$ cat src/rtl/mem_cycle_arbiter_pkg.sv
// Shared constants and helpers for the memory-cycle arbiter.
// Latency: n/a (declarations only).
// Backpressure: n/a.
package mem_cycle_arbiter_pkg;

  // Arbiter state encoding; 2'd3 is unused and decodes back to idle.
  localparam logic [1:0] ST_IDLE = 2'd0;
  localparam logic [1:0] ST_BUSY = 2'd1;
  localparam logic [1:0] ST_DONE = 2'd2;

  // Cycle counter width; covers CYCLE_LEN up to 255.
  localparam int CNT_W = 8;

  // Width of a requester index. Never less than one bit.
  function automatic int id_width(input int n);
    return (n <= 2) ? 1 : $clog2(n);
  endfunction

endpackage

$ cat src/rtl/mem_cycle_arbiter_rr_pick.sv
// Round-robin priority scan: first pending index at or after ptr, wrapping.
// Latency: combinational.
// Backpressure: none; the result is only consumed when the arbiter is idle.
module mem_cycle_arbiter_rr_pick #(
  parameter int NREQ = 4,
  parameter int IDW  = 2
) (
  input  logic [NREQ-1:0] pending,
  input  logic [IDW-1:0]  ptr,
  output logic [IDW-1:0]  winner,
  output logic            any
);

  logic [IDW:0]   sum;
  logic [IDW-1:0] idx;

  // Scan ptr, ptr+1, ... modulo NREQ and keep the first hit.
  always_comb begin
    winner = '0;
    any    = 1'b0;
    sum    = '0;
    idx    = '0;
    for (int i = 0; i < NREQ; i++) begin
      sum = {1'b0, ptr} + (IDW+1)'(i);
      if (sum >= (IDW+1)'(NREQ)) begin
        sum = sum - (IDW+1)'(NREQ);
      end
      idx = sum[IDW-1:0];
      if (!any && pending[idx]) begin
        winner = idx;
        any    = 1'b1;
      end
    end
  end

endmodule

$ cat src/rtl/mem_cycle_arbiter.sv
// Round-robin arbiter granting one requester a fixed-length memory bus cycle.
// Latency: request strobed on tick edge E0 is granted at E1 earliest; grant lasts CYCLE_LEN ticks plus one turnaround tick.
// Backpressure: requests stay latched in pending until their cycle completes; tick=0 freezes all state.
module mem_cycle_arbiter
  import mem_cycle_arbiter_pkg::*;
#(
  parameter int NREQ              = 4,
  parameter int CYCLE_LEN         = 3,
  parameter bit InvertClockEnable = 1'b0
) (
  input  logic                          clock,
  input  logic                          reset_n,
  input  logic                          tick,
  input  logic [NREQ-1:0]               req_set,
  input  logic                          abort,
  output logic [NREQ-1:0]               pending,
  output logic [NREQ-1:0]               grant,
  output logic [id_width(NREQ)-1:0]     grant_id,
  output logic                          busy,
  output logic                          cyc_start,
  output logic                          cyc_done
);

  localparam int IDW = id_width(NREQ);

  logic             state_clk;
  logic [1:0]       state;
  logic [CNT_W-1:0] cnt;
  logic [IDW-1:0]   ptr;
  logic [IDW-1:0]   winner;
  logic             any;
  logic             start_go;
  logic             done_go;

  // Optional falling-edge operation for timing chains clocked off the other edge.
  assign state_clk = InvertClockEnable ? ~clock : clock;

  mem_cycle_arbiter_rr_pick #(
    .NREQ (NREQ),
    .IDW  (IDW)
  ) u_rr_pick (
    .pending (pending),
    .ptr     (ptr),
    .winner  (winner),
    .any     (any)
  );

  // A grant is issued when idle with something pending, released on timeout or abort.
  assign start_go = tick && (state == ST_IDLE) && any;
  assign done_go  = tick && (state == ST_BUSY) && (abort || (cnt == '0));

  // Per-requester J-K pending latch; a new strobe beats the clear so it re-pends.
  for (genvar i = 0; i < NREQ; i++) begin : g_pend
    logic pend_q;
    logic clr;

    assign clr        = done_go && (grant_id == IDW'(i));
    assign pending[i] = pend_q;

    // Latch update only on tick; req_set is ignored while stalled.
    always_ff @(posedge state_clk or negedge reset_n) begin
      if (!reset_n) begin
        pend_q <= 1'b0;
      end else if (tick) begin
        pend_q <= req_set[i] | (pend_q & ~clr);
      end
    end
  end

  // Arbiter FSM: IDLE picks a winner, BUSY counts the cycle down, DONE is bus turnaround.
  always_ff @(posedge state_clk or negedge reset_n) begin
    if (!reset_n) begin
      state    <= ST_IDLE;
      cnt      <= '0;
      ptr      <= '0;
      grant    <= '0;
      grant_id <= '0;
      busy     <= 1'b0;
    end else if (tick) begin
      case (state)
        ST_IDLE: begin
          if (any) begin
            state    <= ST_BUSY;
            cnt      <= CNT_W'(CYCLE_LEN - 1);
            grant    <= NREQ'(1) << winner;
            grant_id <= winner;
            busy     <= 1'b1;
            ptr      <= (winner == IDW'(NREQ - 1)) ? '0 : winner + 1'b1;
          end
        end
        ST_BUSY: begin
          if (done_go) begin
            state <= ST_DONE;
            grant <= '0;
            busy  <= 1'b0;
          end else begin
            cnt <= cnt - 1'b1;
          end
        end
        ST_DONE: begin
          state <= ST_IDLE;
        end
        default: begin
          state <= ST_IDLE;
        end
      endcase
    end
  end

  // Edge strobes last one clock and self-clear even while tick is low.
  always_ff @(posedge state_clk or negedge reset_n) begin
    if (!reset_n) begin
      cyc_start <= 1'b0;
      cyc_done  <= 1'b0;
    end else begin
      cyc_start <= start_go;
      cyc_done  <= done_go;
    end
  end

endmodule

$ cat config.mk
export PLATFORM = sky130hd
export DESIGN_NAME = mem_cycle_arbiter
export DESIGN_NICKNAME = d
export VERILOG_FILES = /design/src/rtl/mem_cycle_arbiter_pkg.sv /design/src/rtl/mem_cycle_arbiter_rr_pick.sv /design/src/rtl/mem_cycle_arbiter.sv
export SDC_FILE = /design/constraint.sdc
export NUM_CORES = 1
export LEC_CHECK = 0
export BUFFER_PORTS_ARGS = -buffer_cell sky130_fd_sc_hd__buf_2
export CORE_ASPECT_RATIO = 2
export CORE_MARGIN = 5
export CORE_UTILIZATION = 37
export CTS_CLUSTER_SIZE = 10
export DETAILED_ROUTE_END_ITERATION = 7
export SYNTH_ARGS = -nofsm -noshare
export SYNTH_HDL_FRONTEND = slang
export SYNTH_SLANG_ARGS = --single-unit
$ cat constraint.sdc
create_clock -name clock -period 4.2 [get_ports clock]
set_input_delay 0.63 -clock clock [delete_from_list [all_inputs] [get_ports clock]]
set_output_delay 0.63 -clock clock [all_outputs]
set_load 0.01 [all_outputs]
==> results_dict.tcl <==
set metrics [dict create \
    status "complete, no violations" \
    cp.arrival_ns 2.45 \
    ys.flop_type "dfrtp_1" \
    port-buffer-count 20 \
    cts_buffer_depth 2 \
    clk_pin_slew_ns 0.09 \
    cp_slowest_cell "a21oi_1" \
    synth_edf_count 0 \
    synth-async-reset-ratio_pct 100 \
    drt-pass1-iter-count 5 \
    routed_wl_um 3360 \
    fin_nets 177 \
    setup_violations 0 \
    syn2layout_area_growth_pct 11.3 \
    slew_violations 0 \
    end_kind "register" \
    start_util_pct 38.3 \
    final.period_utilization_pct 53.9 \
    die_y_um 96.9 \
    syn_area_um2 1400 \
    fin_crit_ns 2.27 \
    yosys_warnings 0 \
    worstPathCellList "inv_1, ha_1, nor3b_1, a21oi_1, nor2_1, a41oi_1" \
    crit_required_ns 4.38 \
    vias 1176 \
    ys_types 39 \
    cts_made_buffers 3 \
    cts_resized 0 \
    setup_tns_ns 0 \
    synthesis.nets 161 \
    grt_max_degree 26 \
    post-dp-hpwl_um 2580 \
    finalInstanceArea_um2 1550 \
    clock_latency_ns 0.27 \
    post-synth-top-area-cell "dfrtp_1" \
    cts_hold_repair.buffers 0 \
    fin_worst_skew_ns 0.00775 \
    max_freq_ghz 0.441 \
    tightestPinTransition_ns 0.931 \
    rsz0062_at_grt "false" \
    relSlewSlack_pct 37.9 \
    postCtsSetupRepairBufs 0 \
    overflow 0 \
    detailed_place.area_um2 1510 \
    clkSinkCount 25 \
    synth_seq_area_share_pct 44.8 \
    grt_pass1_wl_um 5750 \
    drv_cap 0 \
    drtIter0Drc 26 \
    p_leak_nw 0.717 \
    track_usage_pct 14.7 \
    path_max_fanout 12 \
    synth_top_area_share_pct 44.8 \
    ant_nets 0 \
    met1_usage_pct 16.3 \
    busiest_layer "met2" \
    ioPinCount 21 \
    met3_usage_pct 1.54 \
    critical_path_class "reg2reg" \
    antenna_found_initial 0 \
    cts_tree "done" \
    core_um2 3650 \
    gp_congestion 0.863 \
    dieArea_um2 5180 \
    fp.dieW_um 53.4 \
    cpPeakStageDelay_ns 0.75 \
    htreeDepth 1 \
    netlist_top_cells_count "25 x dfrtp_1, 14 x nand2_1, 12 x inv_1" \
    p_total_w 0.00108 \
    via_per_inst 5.57 \
    syn_inst 147 \
    grt_use_met2_pct 26.1 \
    synth_most_common_cell "dfrtp_1" \
    avgRoutedWirePerCell_um 15.9 \
    finalHoldViolCount 0 \
    avgSynthCellArea_um2 9.50 \
    synth_area_leaders "dfrtp_1 45%, ha_1 5.4%, a21oi_1 3.9%" \
    worst_setup_path_start_kind "register" \
    num_antenna_cells 0 \
    clockRootBuffer "clkbuf_8" \
    drive_gt1_share_pct 19.1 \
    p_per_area_nw_per_um2 693 \
    timing.rr.start "cnt[0]$_DFFE_PN0P_" \
    grt_pass1_vias 1249 \
    ir_worst_vdd_uv 325 \
    drc 0 \
    crit_start "cnt[0]$_DFFE_PN0P_" \
    row_count 31 \
    ys_ff_latch 25 \
    hp-class "in2async" \
]
-- flip-flops by register name, summed over array words and instances, names as in the netlist, 2 cells and up --
register       count
cnt                8
g_pend.pend_q      4
grant              4
grant_id           2
ptr                2
state              2
-- report_power, final --
part | switching [W] | internal [W] | total (W)
clock network | 0.0000799 | 0.0000665 | 0.000146
registers | 0.000142 | 0.000337 | 0.000479
logic | 0.000256 | 0.000196 | 0.000451
-- layout make-up --
| type | instances | area, um^2 |
|---|---|---|
| timing repair buffer | 20 | 100 |
| clock buffer | 3 | 41.3 |
| inverter | 13 | 48.8 |
| sequential | 25 | 626 |
| tap | 49 | 61.3 |
| multi-input combinational | 100 | 672 |
| fill | 369 | 2090 |
| clock inverter | 1 | 5.00 |
-- layer usage --
layer / vias up / part of all wire, % / wire length [um]
li1: 566 / - / -
met1: 588 / 40 / 1340
met2: 16 / 56 / 1890
met3: 6 / 1.9 / 64
met4: 0 / 1.9 / 64
met5: - / 0 / 0
-- stage by stage --
step                      cells  hold slack (ns)  setup WS [ns]  util, %
after floorplan             147            0.334           2.49        -
after global placement      207            0.501           2.01     41.4
after detailed placement    207            0.506           1.93     41.4
after CTS                   211            0.360           1.95     42.6
after global routing        211            0.387           1.71     42.6
final                       211            0.341           1.93     42.6
-- worst paths after layout --
check	endpoint	slack, ns	cells after the start
setup / recovery	g_pend[1].pend_q$_DFFE_PN0P_	1.93	6
hold / removal	grant_id[0]$_DFFE_PN0P_	0.34	1
setup reg to reg	g_pend[1].pend_q$_DFFE_PN0P_	1.93	6
hold reg to reg	grant[3]$_DFFE_PN0P_	0.53	1
max in group asynchronous	cnt[2]$_DFFE_PN0P_	3.49	1
min in group clock	grant[3]$_DFFE_PN0P_	0.53	1
-- cells in the final DEF, fill, tap and decap left out, drive strengths merged --
| cell type | Yosys | routed |
|---|---|---|
| a21boi | 1 | 1 |
| nand2 | 14 | 14 |
| mux2 | 1 | 1 |
| nor3 | 2 | 2 |
| clkinv | 0 | 1 |
| a21oi | 12 | 12 |
| a22oi | 4 | 4 |
| a41oi | 5 | 5 |
| a31oi | 1 | 1 |
| a211oi | 2 | 2 |
| o21ai | 7 | 7 |
| a22o | 1 | 1 |
| mux2i | 2 | 2 |
| buf | 5 | 20 |
| nor2b | 1 | 1 |
| a41o | 1 | 1 |
| nand3b | 1 | 1 |
| nand2b | 3 | 3 |
| nor4b | 1 | 1 |
| nor4 | 5 | 5 |
| a21o | 2 | 2 |
| o22ai | 5 | 5 |
| clkbuf | 4 | 3 |
| nor3b | 2 | 2 |
| nand4b | 1 | 1 |
| nand4 | 2 | 2 |
| nor2 | 8 | 8 |
| nand3 | 3 | 3 |
| o2bb2ai | 4 | 4 |
| dfrtp | 25 | 25 |
| inv | 13 | 13 |
| o211ai | 2 | 2 |
| or4 | 1 | 1 |
| ha | 6 | 6 |
-- critical path, delay by kind of cell (launching register included) --
family | cells | cell delay [ns]
simple gates | 2 | 0.40
fa+ha+maj | 1 | 0.24
buf+inv | 1 | 0.10
compound gates | 2 | 1.03
flops | 1 | 0.41
-- cells by family after synthesis --
| group | synth area share, % |
|---|---|
| compound gates | 22.7 |
| simple gates | 17.6 |
| flops | 44.8 |
| buf+inv | 7.08 |
| fa+ha+maj | 5.38 |
| mux | 2.51 |
No activity file was read; power rests on OpenSTA's default activity.
